--- config.mk ---
export PLATFORM = sky130hd
export DESIGN_NAME = mem_access_ctrl_flat
export DESIGN_NICKNAME = d
export VERILOG_FILES = /design/src/rtl/mem_access_ctrl_pkg.sv /design/src/rtl/mem_access_ctrl_if.sv /design/src/rtl/mem_access_ctrl_wait_counter.sv /design/src/rtl/mem_access_ctrl.sv /design/src/flat_wrapper.sv
export SDC_FILE = /design/constraint.sdc
export NUM_CORES = 1
export LEC_CHECK = 0
export CORE_AREA = 2 2 39 41
export CTS_BUF_LIST = sky130_fd_sc_hd__clkbuf_4
export CTS_CLUSTER_SIZE = 8
export DETAILED_ROUTE_END_ITERATION = 6
export DIE_AREA = 0 0 41 43
export MAX_ROUTING_LAYER = met4
export PLACE_DENSITY = 0.76
export SYNTH_ARGS = -nofsm -noshare
export SYNTH_HDL_FRONTEND = slang
export SYNTH_SLANG_ARGS = --single-unit
--- constraint.sdc ---
create_clock -name clk_i -period 3.25 [get_ports clk_i]
set_clock_uncertainty 0.1 [all_clocks]
set_input_delay 0.325 -clock clk_i [delete_from_list [all_inputs] [get_ports clk_i]]
set_output_delay 0.325 -clock clk_i [all_outputs]
set_load 0.03 [all_outputs]
--- src/rtl/mem_access_ctrl_pkg.sv ---
// lc3_mem_pkg: shared state/grant types and counter width for the MAR/MDR memory sequencer.
package lc3_mem_pkg;
  localparam int WAIT_W = 4;
  typedef enum logic [2:0] {
    S_IDLE, S_ADDR, S_RD_WAIT, S_WR_SETUP, S_WR_PULSE, S_WR_HOLD, S_DONE
  } mem_state_t;
  typedef enum logic [1:0] {GNT_NONE, GNT_FETCH, GNT_DATA} grant_t;
  // A wait of N cycles is counted N-1 down to 0 inclusive.
  function automatic logic [WAIT_W-1:0] wait_load(input int cycles);
    return WAIT_W'(cycles - 1);
  endfunction
endpackage

--- src/rtl/mem_access_ctrl_if.sv ---
// mem_access_ctrl_if: requester handshake plus MAR/MDR/SRAM control strobes.
interface mem_access_ctrl_if;
  logic req_fetch;
  logic req_data;
  logic rw_data;
  logic done_fetch;
  logic done_data;
  logic busy;
  logic addr_sel;
  logic ld_mar;
  logic ld_mdr;
  logic mio_en;
  logic mem_ce;
  logic mem_oe;
  logic mem_we;
  modport master (
    output req_fetch, req_data, rw_data,
    input  done_fetch, done_data, busy, addr_sel, ld_mar, ld_mdr, mio_en, mem_ce, mem_oe, mem_we
  );
  modport slave (
    input  req_fetch, req_data, rw_data,
    output done_fetch, done_data, busy, addr_sel, ld_mar, ld_mdr, mio_en, mem_ce, mem_oe, mem_we
  );
endinterface

--- src/rtl/mem_access_ctrl_wait_counter.sv ---
// mem_wait_counter: loadable down-counter that saturates at zero, with zero flag.
module mem_wait_counter
  import lc3_mem_pkg::*;
(
  input  logic              clk_i,
  input  logic              rst_ni,
  input  logic              load_i,
  input  logic [WAIT_W-1:0] load_val_i,
  input  logic              dec_i,
  output logic              zero_o
);
  logic [WAIT_W-1:0] cnt_q, cnt_d;
  always_comb begin
    cnt_d = load_i ? load_val_i : (dec_i && cnt_q != '0) ? cnt_q - 1'b1 : cnt_q;
  end
  always_ff @(posedge clk_i) begin
    if (!rst_ni) cnt_q <= '0;
    else         cnt_q <= cnt_d;
  end
  assign zero_o = (cnt_q == '0);
endmodule

--- src/rtl/mem_access_ctrl.sv ---
// mem_access_ctrl: arbitrates fetch/data requests and sequences MAR load, MDR capture
// and the active-low SRAM strobes with parameterised read/write wait states.
module mem_access_ctrl
  import lc3_mem_pkg::*;
#(
  parameter int READ_WAIT  = 2,
  parameter int WRITE_WAIT = 2
) (
  input logic               clk_i,
  input logic               rst_ni,
  mem_access_ctrl_if.slave  bus
);
  mem_state_t        state_q, state_d;
  grant_t            grant_q, grant_d;
  logic              rw_q, rw_d;
  logic              cnt_load, cnt_dec, cnt_zero;
  logic [WAIT_W-1:0] cnt_val;

  mem_wait_counter u_cnt (
    .clk_i      (clk_i),
    .rst_ni     (rst_ni),
    .load_i     (cnt_load),
    .load_val_i (cnt_val),
    .dec_i      (cnt_dec),
    .zero_o     (cnt_zero)
  );

  always_ff @(posedge clk_i) begin
    if (!rst_ni) begin
      state_q <= S_IDLE;
      grant_q <= GNT_NONE;
      rw_q    <= 1'b0;
    end else begin
      state_q <= state_d;
      grant_q <= grant_d;
      rw_q    <= rw_d;
    end
  end

  always_comb begin
    state_d  = state_q;
    grant_d  = grant_q;
    rw_d     = rw_q;
    cnt_load = 1'b0;
    cnt_val  = '0;
    cnt_dec  = 1'b0;
    unique case (state_q)
      S_IDLE: begin
        // Data has priority; a held fetch request is picked up in the following IDLE.
        if (bus.req_data) begin
          grant_d = GNT_DATA;
          rw_d    = bus.rw_data;
          state_d = S_ADDR;
        end else if (bus.req_fetch) begin
          grant_d = GNT_FETCH;
          rw_d    = 1'b0;
          state_d = S_ADDR;
        end
      end
      S_ADDR: begin
        cnt_load = 1'b1;
        cnt_val  = rw_q ? wait_load(WRITE_WAIT) : wait_load(READ_WAIT);
        state_d  = rw_q ? S_WR_SETUP : S_RD_WAIT;
      end
      S_RD_WAIT: begin
        cnt_dec = 1'b1;
        state_d = cnt_zero ? S_DONE : S_RD_WAIT;
      end
      S_WR_SETUP: state_d = S_WR_PULSE;
      S_WR_PULSE: begin
        cnt_dec = 1'b1;
        state_d = cnt_zero ? S_WR_HOLD : S_WR_PULSE;
      end
      S_WR_HOLD: state_d = S_DONE;
      S_DONE: begin
        grant_d = GNT_NONE;
        state_d = S_IDLE;
      end
      default: begin
        grant_d = GNT_NONE;
        state_d = S_IDLE;
      end
    endcase
  end

  assign bus.busy       = (state_q != S_IDLE);
  assign bus.ld_mar     = (state_q == S_ADDR);
  assign bus.addr_sel   = (state_q == S_ADDR) && (grant_q == GNT_DATA);
  assign bus.mio_en     = (state_q == S_RD_WAIT);
  assign bus.ld_mdr     = (state_q == S_RD_WAIT) && cnt_zero;
  assign bus.mem_ce     = !(state_q inside {S_RD_WAIT, S_WR_SETUP, S_WR_PULSE, S_WR_HOLD});
  assign bus.mem_oe     = (state_q != S_RD_WAIT);
  assign bus.mem_we     = (state_q != S_WR_PULSE);
  assign bus.done_fetch = (state_q == S_DONE) && (grant_q == GNT_FETCH);
  assign bus.done_data  = (state_q == S_DONE) && (grant_q == GNT_DATA);
endmodule

--- src/flat_wrapper.sv ---
// flat-port wrapper written by rule: the top's interface ports become plain ports
module mem_access_ctrl_flat import lc3_mem_pkg::*;
#(
  parameter int READ_WAIT  = 2,
  parameter int WRITE_WAIT = 2
)
  (clk_i, rst_ni, bus_req_fetch, bus_req_data, bus_rw_data, bus_done_fetch, bus_done_data, bus_busy, bus_addr_sel, bus_ld_mar, bus_ld_mdr, bus_mio_en, bus_mem_ce, bus_mem_oe, bus_mem_we);
  mem_access_ctrl_if bus_i ();
  input logic clk_i;
  input logic rst_ni;
  input wire logic [$bits(bus_i.req_fetch)-1:0] bus_req_fetch;
  input wire logic [$bits(bus_i.req_data)-1:0] bus_req_data;
  input wire logic [$bits(bus_i.rw_data)-1:0] bus_rw_data;
  output wire logic [$bits(bus_i.done_fetch)-1:0] bus_done_fetch;
  output wire logic [$bits(bus_i.done_data)-1:0] bus_done_data;
  output wire logic [$bits(bus_i.busy)-1:0] bus_busy;
  output wire logic [$bits(bus_i.addr_sel)-1:0] bus_addr_sel;
  output wire logic [$bits(bus_i.ld_mar)-1:0] bus_ld_mar;
  output wire logic [$bits(bus_i.ld_mdr)-1:0] bus_ld_mdr;
  output wire logic [$bits(bus_i.mio_en)-1:0] bus_mio_en;
  output wire logic [$bits(bus_i.mem_ce)-1:0] bus_mem_ce;
  output wire logic [$bits(bus_i.mem_oe)-1:0] bus_mem_oe;
  output wire logic [$bits(bus_i.mem_we)-1:0] bus_mem_we;
  assign bus_i.req_fetch = bus_req_fetch;
  assign bus_i.req_data = bus_req_data;
  assign bus_i.rw_data = bus_rw_data;
  assign bus_done_fetch = bus_i.done_fetch;
  assign bus_done_data = bus_i.done_data;
  assign bus_busy = bus_i.busy;
  assign bus_addr_sel = bus_i.addr_sel;
  assign bus_ld_mar = bus_i.ld_mar;
  assign bus_ld_mdr = bus_i.ld_mdr;
  assign bus_mio_en = bus_i.mio_en;
  assign bus_mem_ce = bus_i.mem_ce;
  assign bus_mem_oe = bus_i.mem_oe;
  assign bus_mem_we = bus_i.mem_we;
  mem_access_ctrl #(.READ_WAIT(READ_WAIT), .WRITE_WAIT(WRITE_WAIT)) u_core (.clk_i(clk_i), .rst_ni(rst_ni), .bus(bus_i));
endmodule
# Yosys cells after proc, flatten, opt, wreduce, memory -nomap -nowiden
# Index checks and enable logic that the tools add are counted.
# op_classes
addsub,1
n_eq_ne,11
muxes,16
bitwise,1
reduce_logical,17
# ops
cell,n
$pmux 3 s6,1
$eq 3x3->1 const B,3
$mux 3,3
$mux 4,2
$reduce_bool 4->1,2
$mux 1,7
$eq 3x2->1 const B,2
$ne 3x3->1 const B,2
$logic_and 1x1->1,5
$reduce_or 5->1,1
$logic_not 4->1,1
$mux 2,2
$pmux 2 s2,1
$reduce_and 2->1,2
$reduce_bool 2->1,2
$sub 4x1->4 const B,1
$eq 3x1->1 const B,1
$logic_not 3->1,1
$ne 3x2->1 const B,1
$reduce_bool 3->1,1
$eq 2x1->1 const B,1
$eq 2x2->1 const B,1
$reduce_or 2->1,1
$logic_not 1->1,1
$not 1->1,1
# word_totals
register_bits,10
inputBits,5
wordCells,50

# Logic depth before layout (Yosys ltp)
# Gate-level depths: netlist (run 1).
# depth
ltp_word,6
mapped_depth,5
ltp_nobuf,5

# Hierarchy
# A second synthesis (run 1) with hierarchy kept.
# hier_totals
hier_cells,81
area_unflattened_um2,633.1
# by_module_without_submodules
module,instances,cells_per_inst,area_each_um2,seq_area_each_um2
mem_access_ctrl,1,50,375.4,120.1
mem_wait_counter,1,31,257.7,80.1

# Worst setup path after synthesis (run 1)
# OpenSTA, ideal clock, no wires.
# synth_path
path_type,register to output
startpoint,register u_core.state_q[2]
endpoint,output bus_addr_sel
t_arrival_ps,1491
required_ps,2825
slack_ps,1334
stages_incl_launch_ff,5
n_path_buf,2
path_cell_list,dfxtp_1 buf_2 or3b_2 clkbuf_1 nor2_1
# synth_between
elab_chain_cells,2
# synth_lines
element,line_no,rtl
start: declaration,mem_access_ctrl.sv:13,"mem_state_t state_q, state_d;"
start signal: assignment,mem_access_ctrl.sv:34,state_q <= state_d;
$eq 3x1->1,mem_access_ctrl.sv:88,assign bus.addr_sel = (state_q == S_ADDR) && (grant_q == GNT_DATA);
$logic_and 1x1->1,mem_access_ctrl.sv:88,
end: declaration,flat_wrapper.sv:17,output wire logic [$bits(bus_i.addr_sel)-1:0] bus_addr_sel;
# Every way passes these cells.

# Worst setup path after layout (run 1)
# layout_path
startpoint,register u_core.state_q[0]
endpoint,output bus_addr_sel
# Same word-level chain as after synthesis.

==> impl_metrics.py, run 1 <==
metrics = {
    "floorplanning": {
        "row_count": 14,
        "core_mm2": 0.00138,
        "initial_core_util_pct": 42.7,
        "die_h_um": 43,
        "die_w_um": 41,
        "die_area_mm2": 0.00176,
        "io_pins": 15,
    },
    "logic_synthesis": {
        "yosysMostFrequentCell": "dfxtp_1",
        "synth_top_family_by_area": "simple AND/OR/NAND/NOR gates",
        "synthAdderAreaFrac_pct": 2.12,
        "synthDistinctLibCells": 28,
        "synth.top_cell.area_share_pct": 33.9,
        "synth_fp_nets": 80,
        "synth.area.top_cells": "dfxtp_1, a21oi_1, inv_1",
        "syn_area_um2": 591,
        "syn_area_per_cell_um2": 7.98,
        "ys_warn_count": 0,
        "synth_compound_area_share_pct": 20.6,
        "yosys.area_share.xor_xnor_pct": 1.48,
        "synth_common_cells": "dfxtp_1, a21oi_1, inv_1, nor2_1, nand2b_1",
        "ys.flop_type": "dfxtp_1",
        "yosysTopAreaCell": "dfxtp_1",
        "synth_seq_area_share_pct": 33.9,
        "synth_edf_count": 0,
        "async_flop_share_pct": 0,
        "netlist_instances": 74,
        "synth-seq-cells": 10,
        "synth-simple-area-share_pct": 32.8,
        "synth_mux_area_share_pct": 1.69,
    },
    "critical_path": {
        "endpoint_kind": "output pin",
        "crit_family": "simple AND/OR/NAND/NOR gates",
        "cp_max_fo": 16,
        "worstPathRequired_ns": 2.82,
        "crit_chain": "or3b_2, nor2_1, clkdlybuf4s50_1",
        "crit_buf_inv": 1,
        "crit_type": "reg2out",
        "crit_arrival_ns": 2.20,
        "startpoint_type": "flip-flop",
        "crit_slowest_cell": "clkdlybuf4s50_1",
        "max_stage_delay_ns": 0.67,
    },
    "grt": {
        "grt_max_degree": 17,
        "grt_usage_pct": 16.1,
        "grt_pass1_vias": 462,
        "grt_pass1_wl_mm": 1.92,
        "overflow": 0,
        "antenna_found_initial": 0,
    },
    "clock_tree": {
        "cts_setup_buffers": 0,
        "clockBufferDepth": 2,
        "numCtsBuffers": 3,
        "root_buffer": "clkbuf_4",
        "worstSkewPairLatency_ns": 0.26,
        "htree_levels": 1,
        "ctsResizeCount": 0,
        "numClockSinks": 10,
        "cts_hold_buffers": 0,
        "cts_tree": "done",
        "clk_pin_slew_worst_paths_ns": 0.06,
    },
    "sta": {
        "setup_tns_ns": 0,
        "hold_slack_ns": 0.389,
        "final-hold-violation-count": 0,
        "timing.final.crit_share_pct": 80.8,
        "rsz0062_at_grt": "false",
        "drv_slew": 0,
        "finalSetupViolCount": 0,
        "finalCriticalPeriod_ns": 2.62,
        "worst_pin_slew_ns": 0.601,
        "slew_headroom_pct": 59.9,
        "max_freq_mhz": 381,
    },
    "hold_path": {
        "hold_path_class": "reg2reg",
    },
    "route": {
        "drtPass1Iterations": 4,
        "wl_per_cell_um": 11.6,
        "drt_iter0_drc": 9,
        "routed_wl_mm": 1.20,
        "num_vias": 569,
        "ant_nets": 0,
        "drc": 0,
        "via_per_inst": 5.52,
    },
    "status": {
        "status": "finished clean",
    },
    "placement": {
        "portBuffers": 14,
        "place_congestion": 0.742,
        "place_hpwl_um": 858,
        "placed_cells_incl_taps": 100,
    },
    "layout": {
        "final_nets": 95,
        "n_antenna_cell": 0,
        "seq_area_um2": 200,
        "final_cells": 103,
        "syn2layout_area_growth_pct": 28.0,
        "nFillCells": 130,
        "drive_above_1_share_pct": 9.20,
        "final_core_util_pct": 54.6,
        "multi_input_area_um2": 347,
    },
    "power_and_ir_drop": {
        "peakVddDrop_mv": 0.408,
        "power_density_mw_per_mm2": 792,
        "leakage_nw": 0.291,
    },
    "run": {
        "cap_violations": 0,
    },
}
==> worst register-to-register path: stages, from the launching register on <==
cell,delay [ns]
dfxtp_1,0.33
inv_1,0.06
ha_1,0.16
or3b_1,0.40
o22a_1,0.23
a2111oi_2,0.31
==> kinds of logic (layout without fill, tap and decap cells) <==
group / count (synthesis) / count (layout)
adders and majority gates: 1 / 1
buffers and inverters: 11 / 24
DFF: 10 / 10
and+or+nand+nor: 32 / 32
AOI/OAI and AO/OA: 18 / 18
xor gates and xnor gates: 1 / 1
muxes: 1 / 1
==> power breakdown <==
part | internal (mW) | switching [mW] | total (mW)
clock | 0.0426 | 0.0396 | 0.0822
combinational | 0.137 | 0.179 | 0.316
sequential | 0.151 | 0.0496 | 0.200
==> metrics by stage <==
| step | power, mW | setup WS [ns] | area (um^2) |
|---|---|---|---|
| CTS | 0.602 | 0.621 | 756 |
| global placement | 0.513 | 0.947 | 733 |
| floorplan | 0.422 | 1.33 | 591 |
| global route | 0.644 | 0.520 | 756 |
| finish | 0.598 | 0.625 | 756 |
| detailed placement | 0.517 | 0.907 | 733 |
==> layout make-up <==
| class | instances | share of cell area (%) |
|---|---|---|
| Multi-Input combinational cell | 53 | 45.9 |
| Sequential cell | 10 | 26.5 |
| Tap cell | 16 | 2.65 |
| Timing Repair Buffer | 14 | 18.5 |
| Clock buffer | 3 | 2.98 |
| Inverter | 7 | 3.48 |
==> routing by layer <==
layer	GRT usage, %	vias up	wire length, um
met3	3.14	0	65
met5	-	-	0
li1	-	290	-
met2	23.1	11	539
met1	21.6	268	591
met4	6.00	0	0
==> cell usage in the layout (no fill, tap or decap), types with 2 or more instances in the layout <==
master	netlist	layout
a21oi_1	7	7
clkbuf_4	0	3
clkdlybuf4s50_1	0	14
dfxtp_1	10	10
inv_1	7	7
nand2_1	3	3
nand2b_1	4	4
nand3_1	3	3
nand3b_1	2	2
nor2_1	6	6
nor2b_1	3	3
nor3b_1	2	2
o21ai_0	3	3
o31ai_1	3	3
or3b_2	2	2
or4_1	3	3
==> path summary, 6_finish.rpt <==
kind	startpoint	end	slack, ns	depth (start not counted)
setup / recovery	u_core.state_q[0]$_SDFFE_PN0P_	bus_addr_sel	0.63	3
hold / removal	u_core.u_cnt.cnt_q[1]$_SDFFE_PN0P_	u_core.u_cnt.cnt_q[1]$_SDFFE_PN0P_	0.39	2
setup reg to reg	u_core.u_cnt.cnt_q[0]$_SDFFE_PN0P_	u_core.state_q[0]$_SDFFE_PN0P_	1.56	5
hold reg to reg	u_core.u_cnt.cnt_q[1]$_SDFFE_PN0P_	u_core.u_cnt.cnt_q[1]$_SDFFE_PN0P_	0.39	2
==> sequential cells by signal, indices dropped and copies added (netlist names) <==
| name | flops |
|---|---|
| u_core.grant_q | 2 |
| u_core.rw_q | 1 |
| u_core.state_q | 3 |
| u_core.u_cnt.cnt_q | 4 |
No activity file was read; power rests on OpenSTA's default activity.
==> inputs of run 2 (changes only) <==
--- a/config.mk
+++ b/config.mk
@@ -5,11 +5,11 @@
 export SDC_FILE = /design/constraint.sdc
 export NUM_CORES = 1
 export LEC_CHECK = 0
-export CORE_AREA = 2 2 39 41
+export CORE_AREA = 2 2 40 42
 export CTS_BUF_LIST = sky130_fd_sc_hd__clkbuf_4
 export CTS_CLUSTER_SIZE = 8
 export DETAILED_ROUTE_END_ITERATION = 6
-export DIE_AREA = 0 0 41 43
+export DIE_AREA = 0 0 42 44
 export MAX_ROUTING_LAYER = met4
 export PLACE_DENSITY = 0.76
 export SYNTH_ARGS = -nofsm -noshare
==> constraint.sdc (replaced) <==
create_clock -name clk_i -period 2.3 [get_ports clk_i]
set_clock_uncertainty 0.1 [all_clocks]
set_input_delay 0.23 -clock clk_i [delete_from_list [all_inputs] [get_ports clk_i]]
set_output_delay 0.23 -clock clk_i [all_outputs]
set_load 0.03 [all_outputs]
==> impl_metrics.py, run 2 (synthesized netlist as in run 1, its figures left out) <==
metrics = {
    "status": {
        "status": "finished clean",
    },
    "clock_tree": {
        "numClockSinks": 10,
        "htree_levels": 1,
        "worstSkewPairLatency_ns": 0.27,
        "root_buffer": "clkbuf_4",
        "cts_setup_buffers": 0,
        "numCtsBuffers": 3,
        "clockBufferDepth": 2,
        "clk_pin_slew_worst_paths_ns": 0.08,
        "cts_tree": "done",
    },
    "critical_path": {
        "crit_slowest_cell": "clkdlybuf4s50_1",
        "startpoint_type": "flip-flop",
        "crit_type": "reg2out",
        "crit_arrival_ns": 1.83,
        "cp_max_fo": 15,
        "endpoint_kind": "output pin",
        "timing.rr.start": "u_core.u_cnt.cnt_q[0]$_SDFFE_PN0P_",
        "worst_r2r_endpoint": "u_core.u_cnt.cnt_q[0]$_SDFFE_PN0P_",
        "max_stage_delay_ns": 0.60,
        "worstPathRequired_ns": 1.97,
        "crit_chain": "buf_4, or3b_2, clkdlybuf4s50_1",
        "r2r_slack_ns": 0.63,
        "crit_buf_inv": 2,
        "reg2regPathDepth": 5,
        "crit_family": "buffers and inverters",
    },
    "placement": {
        "place_hpwl_um": 928,
        "place_congestion": 0.827,
        "portBuffers": 14,
    },
    "layout": {
        "syn2layout_area_growth_pct": 34.7,
        "regMostFlops": "u_core.u_cnt.cnt_q",
        "drive_above_1_share_pct": 13.0,
        "final_nets": 99,
        "final_cell_mix": "clkdlybuf4s50_1, dfxtp_1, inv_1, a21oi_1, nor2_1",
        "largest_reg_flops": 4,
        "n_antenna_cell": 0,
        "reg_top3": "u_core.u_cnt.cnt_q: 4 flops, u_core.state_q: 3 flops, u_core.grant_q: 2 flops",
        "nFillCells": 129,
    },
    "route": {
        "num_vias": 575,
        "ant_nets": 0,
        "drc": 0,
        "wl_per_cell_um": 12.0,
        "drtPass1Iterations": 4,
        "routed_wl_mm": 1.29,
        "drt_iter0_drc": 10,
        "via_per_inst": 5.32,
    },
    "grt": {
        "grtUsageMet2_pct": 25.9,
        "grt_pass1_vias": 526,
        "antenna_found_initial": 0,
        "grt_usage_pct": 16.4,
        "grt_use_met1_pct": 18.2,
        "overflow": 0,
        "grt_util_met3_pct": 3.75,
        "grt_pass1_wl_mm": 2.17,
        "grt.busiest_layer": "met2",
        "grt_max_degree": 16,
    },
    "hold_path": {
        "hold_start": "u_core.rw_q$_SDFFE_PN0P_",
        "holdPathStages": 2,
        "hold_path_end": "u_core.rw_q$_SDFFE_PN0P_",
        "hold_path_class": "reg2reg",
    },
    "floorplanning": {
        "die_area_mm2": 0.00185,
        "row_count": 14,
        "core_mm2": 0.00142,
        "die_h_um": 44,
        "die_w_um": 42,
        "initial_core_util_pct": 41.6,
        "io_pins": 15,
    },
    "power_and_ir_drop": {
        "power_density_mw_per_mm2": 1120,
        "p_total_mw": 0.894,
        "peakVddDrop_mv": 0.526,
        "leakage_nw": 0.368,
    },
    "sta": {
        "rsz0062_at_grt": "false",
        "max_freq_mhz": 463,
        "finalCriticalPeriod_ns": 2.16,
        "timing.final.crit_share_pct": 94.0,
        "worst_pin_slew_ns": 0.612,
        "final-hold-violation-count": 0,
        "setup_tns_ns": 0,
        "slew_headroom_pct": 59.1,
        "finalSetupViolCount": 0,
        "drv_slew": 0,
    },
    "run": {
        "cap_violations": 0,
    },
}
[run 2: changes by cell type in the layout (fill, tap and decap cells not counted)]
cell / change
buf_4: +4
clkdlybuf4s50_1: -4
dlymetal6s2s_1: +3
clkinv_1: +1
dlygate4sd2_1: +1
[run 2: per-stage QoR]
step / std cells / area, um^2 / hold WS (ns) / worst slack, ns / utilization [%]
6_report: 108 / 796 / 0.383 / 0.138 / 56.1
5_1_grt: 108 / 796 / 0.416 / 0.0726 / 56.1
4_1_cts: 108 / 788 / 0.384 / 0.00216 / 55.6
3_5_place_dp: 104 / 763 / 0.373 / 0.268 / 53.8
3_3_place_gp: 104 / 763 / 0.366 / 0.301 / 53.8
2_1_floorplan: 74 / 591 / 0.270 / 0.479 / -
[run 2: how the worst max path moves through the flow]
stage	to	cells past startpoint	start
after floorplan	bus_addr_sel	4	u_core.state_q[2]$_SDFFE_PN0P_
after global placement	bus_ld_mdr	5	u_core.u_cnt.cnt_q[0]$_SDFFE_PN0P_
after detailed placement	bus_ld_mdr	5	u_core.u_cnt.cnt_q[0]$_SDFFE_PN0P_
after CTS	bus_addr_sel	3	u_core.state_q[1]$_SDFFE_PN0P_
after global routing	bus_done_data	4	u_core.state_q[1]$_SDFFE_PN0P_
final	bus_mem_we	3	u_core.state_q[0]$_SDFFE_PN0P_
[run 2: power breakdown]
part           switching (mW)  leakage, nW  total, mW  internal (mW)
clock network          0.0655       0.0154      0.128         0.0628
logic                   0.303        0.271      0.524          0.220
registers              0.0294       0.0819      0.242          0.213
total                   0.398        0.368      0.894          0.496
[run 2: final cells by class]
type	count	area, um^2	area share, %
Clock buffer	3	22.5	2.83
Clock inverter	1	3.75	0.472
Timing Repair Buffer	18	176	22.2
Sequential cell	10	200	25.2
Multi-Input combinational cell	53	347	43.6
Tap cell	16	20.0	2.52
Inverter	7	26.3	3.30
[run 2: what timing repair did]
item	CTS	global route
resized for setup	1	3
gates cloned	0	0
endpoints found under the setup margin	1	3
hold buffers	0	0
[run 2: layer usage]
| metal | wire length (um) | up-vias |
|---|---|---|
| li1 | - | 298 |
| met1 | 594 | 259 |
| met2 | 630 | 16 |
| met3 | 57 | 2 |
| met4 | 12 | 0 |
| met5 | 0 | - |
[run 2: tightest hold or removal path, delay by kind of cell, from the launching register on]
kind	cells	cell delay (ns)
flops	1	0.31
compound gates	2	0.13
==> inputs of run 3 (changes only) <==
--- a/config.mk
+++ b/config.mk
@@ -7,7 +7,7 @@
 export LEC_CHECK = 0
 export CORE_AREA = 2 2 40 42
 export CTS_BUF_LIST = sky130_fd_sc_hd__clkbuf_4
-export CTS_CLUSTER_SIZE = 8
+export CTS_CLUSTER_SIZE = 25
 export DETAILED_ROUTE_END_ITERATION = 6
 export DIE_AREA = 0 0 42 44
 export MAX_ROUTING_LAYER = met4
==> results of run 3 <==
Final layout, timing and power as in run 2 (identical DEF).
